==> config.mk <==
export PLATFORM = sky130hd
export DESIGN_NAME = apple_placer
export DESIGN_NICKNAME = d
export VERILOG_FILES = /design/src/rtl/snake_pkg.sv /design/src/rtl/sync_rise_detect.sv /design/src/rtl/apple_placer.sv
export SDC_FILE = /design/constraint.sdc
export NUM_CORES = 1
export LEC_CHECK = 0
export ABC_AREA = 1
export CAP_MARGIN = 5
export CELL_PAD_IN_SITES_DETAIL_PLACEMENT = 0
export CELL_PAD_IN_SITES_GLOBAL_PLACEMENT = 1
export CORE_AREA = 2 2 170 172
export CTS_BUF_LIST = sky130_fd_sc_hd__clkbuf_4 sky130_fd_sc_hd__clkbuf_8
export DETAILED_ROUTE_END_ITERATION = 10
export DIE_AREA = 0 0 172 174
export GPL_ROUTABILITY_DRIVEN = 0
export MAX_ROUTING_LAYER = met4
export PLACE_DENSITY_LB_ADDON = 0.1
export SYNTH_ARGS = -nofsm -noshare
export SYNTH_HDL_FRONTEND = slang
export SYNTH_SLANG_ARGS = --single-unit
==> constraint.sdc <==
create_clock -name clk -period 3.8 [get_ports clk]
set_input_delay 0.38 -clock clk [delete_from_list [all_inputs] [get_ports clk]]
set_output_delay 0.38 -clock clk [all_outputs]
set_load 0.005 [all_outputs]
==> src/rtl/snake_pkg.sv <==
// Shared types and constants for the snake game apple placement path.
package snake_pkg;

  localparam int unsigned MAX_LEN = 50;

  typedef logic [7:0] coord_t;

  localparam coord_t RESET_CORD = 8'hC5;

  typedef enum logic [1:0] {IDLE, LOAD, SCAN, COMMIT} placer_state_t;

endpackage

==> src/rtl/sync_rise_detect.sv <==
// Two-flop synchroniser followed by a one-cycle rising-edge pulse.
module sync_rise_detect (
  input  logic clk,
  input  logic reset,
  input  logic din,
  output logic rise
);

  logic s1;
  logic s2;
  logic prev;

  always_ff @(posedge clk or negedge reset) begin
    if (!reset) begin
      s1   <= 1'b0;
      s2   <= 1'b0;
      prev <= 1'b0;
    end else begin
      s1   <= din;
      s2   <= s1;
      prev <= s2;
    end
  end

  assign rise = s2 & ~prev;

endmodule

==> src/rtl/apple_placer.sv <==
// Places a new apple after each eat event, scanning the snake body one segment per clock.
// Optional bounded retries with place_fail reporting: define APPLE_RETRY_LIMIT_EN.
module apple_placer #(
  parameter int unsigned   MAX_LEN    = snake_pkg::MAX_LEN,
  parameter int unsigned   COORD_W    = 8,
  parameter int unsigned   MAX_TRIES  = 16,
  parameter logic [7:0]    RESET_CORD = snake_pkg::RESET_CORD
) (
  input  logic                       clk,
  input  logic                       reset,
  input  logic                       goodColl,
  input  logic [3:0]                 randX,
  input  logic [3:0]                 randY,
  input  logic [MAX_LEN*COORD_W-1:0] body,
  input  logic [5:0]                 length,
  input  logic [3:0]                 x,
  input  logic [3:0]                 y,
  output logic                       apple,
  output logic [COORD_W-1:0]         apple_cord,
  output logic                       apple_valid,
  output logic                       busy,
  output logic                       place_done,
  output logic                       place_fail
);

  import snake_pkg::*;

  localparam int unsigned LEN_W = 6;
  localparam int unsigned TRY_W = $clog2(MAX_TRIES + 1);
  localparam logic [TRY_W-1:0] TRY_MAX = TRY_W'(MAX_TRIES);

  placer_state_t state;
  placer_state_t state_n;

  logic               rise;
  logic               pending;
  logic [COORD_W-1:0] cand;
  logic [LEN_W-1:0]   idx;
  logic [LEN_W-1:0]   len_c;
  logic [TRY_W-1:0]   try_cnt;
  logic [COORD_W-1:0] seg [MAX_LEN];
  logic               hit;
  logic               try_limit;

  logic start;
  logic load;
  logic step;
  logic commit;
  logic fail;

  sync_rise_detect u_coll_sync (
    .clk   (clk),
    .reset (reset),
    .din   (goodColl),
    .rise  (rise)
  );

  always_comb begin
    for (int unsigned i = 0; i < MAX_LEN; i++) begin
      seg[i] = body[i*COORD_W +: COORD_W];
    end
  end

  assign len_c = (length > LEN_W'(MAX_LEN)) ? LEN_W'(MAX_LEN) : length;
  assign hit   = (seg[idx] == cand);
  assign busy  = (state != IDLE);

`ifdef APPLE_RETRY_LIMIT_EN
  assign try_limit = (try_cnt == TRY_MAX);
`else
  assign try_limit = 1'b0;
`endif

  always_ff @(posedge clk or negedge reset) begin
    if (!reset) state <= IDLE;
    else        state <= state_n;
  end

  always_comb begin
    state_n = state;
    start   = 1'b0;
    load    = 1'b0;
    step    = 1'b0;
    commit  = 1'b0;
    fail    = 1'b0;
    case (state)
      IDLE: begin
        if (rise || pending) begin
          start   = 1'b1;
          state_n = LOAD;
        end
      end
      LOAD: begin
        if (try_limit) begin
          fail    = 1'b1;
          state_n = IDLE;
        end else begin
          load    = 1'b1;
          state_n = (len_c == '0) ? COMMIT : SCAN;
        end
      end
      SCAN: begin
        // A shrinking length can leave idx past the end: the scan is then complete with no hit.
        if (idx >= len_c)                   state_n = COMMIT;
        else if (hit)                       state_n = LOAD;
        else if ((idx + 6'd1) == len_c)     state_n = COMMIT;
        else                                step    = 1'b1;
      end
      COMMIT: begin
        commit  = 1'b1;
        state_n = IDLE;
      end
      default: state_n = IDLE;
    endcase
  end

  always_ff @(posedge clk or negedge reset) begin
    if (!reset) begin
      pending     <= 1'b0;
      cand        <= '0;
      idx         <= '0;
      try_cnt     <= '0;
      apple_cord  <= RESET_CORD;
      apple_valid <= 1'b1;
      apple       <= 1'b0;
      place_done  <= 1'b0;
      place_fail  <= 1'b0;
    end else begin
      place_done <= commit;
      place_fail <= fail;
      apple      <= apple_valid && (apple_cord == {x, y});

      // Only one eat event is queued; extra rises while pending collapse into it.
      if (start)     pending <= 1'b0;
      else if (rise) pending <= 1'b1;

      if (start) begin
        apple_valid <= 1'b0;
        try_cnt     <= '0;
      end

      if (load) begin
        cand    <= {randX, randY};
        idx     <= '0;
        try_cnt <= (try_cnt == TRY_MAX) ? try_cnt : try_cnt + 1'b1;
      end

      if (step) idx <= idx + 1'b1;

      if (commit) begin
        apple_cord  <= cand;
        apple_valid <= 1'b1;
      end

      if (fail) apple_valid <= 1'b1;
    end
  end

endmodule
### Yosys cells after proc, flatten, opt, wreduce, memory -nomap -nowiden

Cells that the tools add are included.

* input bits: 425
* output and inout bits: 13
* register bits after elaboration: 31

* bitwise logic cells: 3
* magnitude comparators: 3
* multiplexer cells: 24
* reduce and logical (&&, ||, !) cells: 9
* add/sub/neg operators: 1
* eq/ne operators: 8

Operators with widths (number)
* $bmux W8 S6: 1
* $mux W6: 3
* $eq A8 B8 Y1: 2
* $mux W8: 2
* $mux W1: 13
* $mux W2: 4
* $pmux W2 S4: 1
* $reduce_bool A2 Y1: 4
* $ge A7 B7 Y1 const B: 1
* $not A6 Y7: 1
* $add A6 B1 Y6 const B: 1
* $eq A6 B6 Y1: 1
* $ge A6 B6 Y1: 1
* $gt A6 B6 Y1 const B: 1
* $logic_not A6 Y1: 1
* $eq A2 B2 Y1 const B: 2
* $ne A4 B4 Y1 const B: 1
* $eq A2 B1 Y1 const B: 1
* $logic_not A2 Y1: 1
* $ne A2 B2 Y1 const B: 1
* $reduce_and A2 Y1: 1
* $and A1 B1 Y1: 1
* $logic_and A1 B1 Y1: 1
* $logic_or A1 B1 Y1: 1
* $not A1 Y1: 1

### Depth between registers and ports, before layout

* depth after elaboration: 9
* mapped depth: 22
* gate-level depth less buffers: 21

### Modules after synthesis

A second synthesis with hierarchy kept.

* cell total of the unflattened synthesis: 1363
* area total of the unflattened synthesis: 6747.7 um^2

By module, submodules not included
* apple_placer: instances 1, cells each 1358, area an instance 6662.6 um^2
* sync_rise_detect: instances 1, cells each 5, area an instance 85.1 um^2

### Worst setup path after synthesis

OpenSTA, ideal clock, no wires.

* kind: register to register
* start point: register idx[0]
* end point: register idx[0]
* path slack: 1255 ps
* cell stages (with the launch flop): 16
* arrival time: 2427 ps
* cell sequence: dfrtp_1 > inv_2 > buf_6 > buf_2 > buf_2 > ha_1 > inv_1 > a21boi_0 > o21ai_0 > nand2_1 > a221oi_1 > o21bai_1 > nor3b_4 > nand2_2 > nand3_1 > nand2_1

* longest elaborated chain between the ends: 9
* elaborated cells on any way between the ends: 14
* classes of those cells: add/sub: 1; order compare: 1; eq/ne: 2; mux: 8; bitwise: 1; reduce/logical: 1

Ends and longest elaborated chain
* from (decl): line apple_placer.sv:38 `logic [LEN_W-1:0] idx;`
* from (signal assigned): line apple_placer.sv:148 `if (step) idx <= idx + 1'b1;`
* $not A6 Y7 (implied by the code): line apple_placer.sv:65 `assign hit = (seg[idx] == cand);`
* $bmux W8 S6: line apple_placer.sv:65
* $mux W8 (implied by the code) (2 in series): line apple_placer.sv:65
* $eq A8 B8 Y1: line apple_placer.sv:65
* $mux W1: line apple_placer.sv:105 `else if (hit) state_n = LOAD;`
* $mux W1: line apple_placer.sv:104 `if (idx >= len_c) state_n = COMMIT;`
* $mux W1: line apple_placer.sv:86 `case (state)`
* $mux W6 or $reduce_bool A2 Y1 (tied branches)

Several ways; a longest one is shown, not always the timed one. The select of a mux whose other input is x is not followed.
A chain may end at the register's enable or synchronous reset.

### Worst setup path after layout

* start point: register idx[1]
* end point: register idx[3]

Same word-level chain as after synthesis.

==> results.cfg <==
[sta]
fmax_mhz = 336
finalSetupViolCount = 0
slew_headroom_pct = 50.4
tightest_slew_ps = 742
min_period_ps = 2980
fin_tns_setup_ps = 0
grt_setup_unrepaired = no
hold_violations = 0
min_period_over_period_pct = 78.4
finalMaxSlewViolations = 0
layout_setup_ws_ps = 821
fin_skew_ps = 7.55

[pwr]
peakVddDrop_v = 0.000309
power_density_nw_per_um2 = 474
leakage_nw = 4.83

[yosys]
synth_cell_types = 37
postSynthAreaPerCell_um2 = 4.99
synth_seq_cells = 31
synthArstFlopShare_pct = 100
ys_seq_area_share_pct = 13.0
yosys.area_share.simple_pct = 51.6
synth_mux_area_share_pct = 0
ys_warn_count = 0
synth_xor_area_share_pct = 1.16
synth_area_um2 = 6020
synth_fa_ha_area_share_pct = 1.25
syn_inst = 1208
yosys_most_used_dff = dfrtp_1
synth_nets = 1639
synth-compound-area-share_pct = 19.1
synth_top_family_by_area = simple AND/OR/NAND/NOR gates
synth_edf_count = 0

[clock_network]
clk_root_buffer_cell = clkbuf_8
path_clk_slew_ps = 60
cts_hold_buf = 0
clockBufferDepth = 2
clock_latency_ps = 280
htree_num_levels = 2
cts_buffers = 5
cts_setup_buffers = 0
cts_tree = built
clock_sinks = 31
cts-resized-gates = 0

[floorplanning]
core_um2 = 28200
io_pins = 438
start_util_pct = 21.3
die_y_um = 174
rows = 62
die-width_um = 172
dieArea_um2 = 29900

[drt]
met2WireLength_um = 17300
routed_wirelength_um = 36200
routedWlPerCell_um = 18.2
vias_per_cell = 4.50
drt_pre_antenna_iters = 4
drt_iter0_drc = 480
dr_total_vias = 8923
drc = 0
drtAntennaViolNets = 0
wl_met3_um = 2740
wl_met1_um = 15400
dr.max_layer_used = met4

[critical_path]
path_cells = inv_2 -> buf_12 -> buf_4 -> nand3_1 -> nand3_1 -> nand2_1 -> a21oi_1 -> nand2_1 -> nand3_1 -> nand3_1 -> nand2_1 -> nand2_1 -> nor2_1 -> nand2_2 -> nand2_2 -> nand3_1 -> nand2_1
cp-end-kind = register
timing.critical_path.buf_inv = 3
cp_max_fo = 39
startpoint_type = register
cp_top_family = simple AND/OR/NAND/NOR gates
crit_required_ps = 4010
cp.depth = 17
path_class = register to register
slowest_delay_ps = 600
r2r_cells = 17
cpMaxStageDelayCell = dfrtp_4
cp.arrival_ps = 3190

[placed_design]
place_ws_ps = 724
dp.cells = 1966
port_buffers = 436
dp_hpwl_um = 28500

[min_path]
hold_path_class = register to register
hold_depth = 0

[global_route]
track_usage_pct = 23.7
grt_pass1_vias = 8914
antenna_found_initial = 9
grt_overflow = 0
grt_max_degree = 82
grt_pass1_wl_um = 52700

[finish]
layout-drive-gt1-share_pct = 3.46
layout_commonest_cell = clkdlybuf4s50_1
finalNonFillerCells = 1984
final_cell_mix = clkdlybuf4s50_1, nand2_1, nor2_1
nNetsFinal = 2020
area_delta_synth_final_pct = 78.9

[flow_run]
maxCapViolCount = 0

[outcome]
status = complete, no violations
[per-layer routing]
metal  track usage (%)  vias up
li1                  -     4614
met2              41.1      331
met3              4.69       34
met1              28.2     3944
met5                 -        -
met4              5.11        0
[final cells by class]
class	instances	area (µm²)
Sequential cell	31	792
Antenna cell	10	25.0
Tap cell	384	480
Fill cell	3240	17500
Clock buffer	7	90.1
Multi-Input combinational cell	991	4410
Inverter	103	392
Clock inverter	1	5.00
Timing Repair Buffer	457	4580
[per-stage QoR]
step / total power [mW] / hold WS [ps] / area (µm²) / utilization [%]
detailed placement: 4.90 / 338 / 10700 / 37.7
global route: 5.69 / 372 / 10800 / 38.1
floorplan: 3.31 / 84.4 / 6020 / -
global placement: 4.90 / 333 / 10700 / 37.7
finish: 5.10 / 354 / 10800 / 38.2
CTS: 5.19 / 354 / 10700 / 38.1
[path summary, 6_finish.rpt]
path / start / end / slack [ps]
setup / recovery: idx[1] / idx[3] / 820
hold / removal: u_coll_sync.s1 / u_coll_sync.s2 / 350
setup reg to reg: idx[1] / idx[3] / 820
hold reg to reg: u_coll_sync.s1 / u_coll_sync.s2 / 350
max in group asynchronous: reset / apple_valid / 2980
min in group asynchronous: reset / idx[4] / 500
[cells by family after synthesis]
group                      Yosys count
xor gates and xnor gates             8
adders and majority gates            6
other                                1
AOI/OAI and AO/OA                  211
DFF                                 31
buffers and inverters              186
and+or+nand+nor                    765
[Yosys cell counts (2+ instances only)]
cell / instances / area (µm²)
xor2_1: 6 / 52.6
buf_2: 40 / 200
nand3b_1: 2 / 15.0
or2_2: 8 / 50.1
buf_6: 4 / 45.0
ha_1: 6 / 75.1
inv_1: 98 / 368
o21ai_0: 121 / 606
nand4_1: 2 / 12.5
a221oi_1: 2 / 17.5
xnor2_1: 2 / 17.5
o22ai_1: 4 / 25.0
clkbuf_1: 21 / 78.8
nand2_1: 389 / 1460
clkinv_1: 3 / 11.3
o211ai_1: 26 / 195
nand2_2: 2 / 12.5
dfrtp_1: 26 / 651
o21ai_1: 28 / 140
nor2_1: 224 / 841
dfstp_2: 5 / 131
a21oi_1: 25 / 125
buf_1: 3 / 11.3
buf_4: 15 / 113
inv_2: 2 / 7.51
nand3_1: 133 / 666
[flip-flops by register name, indices dropped and copies added (netlist names)]
| register | cells |
|---|---|
| apple_cord | 8 |
| idx | 6 |
| place_done | 1 |
| u_coll_sync.s2 | 1 |
| u_coll_sync.prev | 1 |
| cand | 8 |
| apple_valid | 1 |
| state | 2 |
| pending | 1 |
| apple | 1 |
| u_coll_sync.s1 | 1 |
[where the power goes]
group | internal, mW | leakage (nW) | total [mW] | switching [mW]
registers | 0.488 | 0.363 | 0.650 | 0.163
clock network | 0.153 | 0.0517 | 0.271 | 0.118
logic | 1.63 | 4.42 | 4.18 | 2.56
Note: power is estimated with default switching activity, not from simulation.
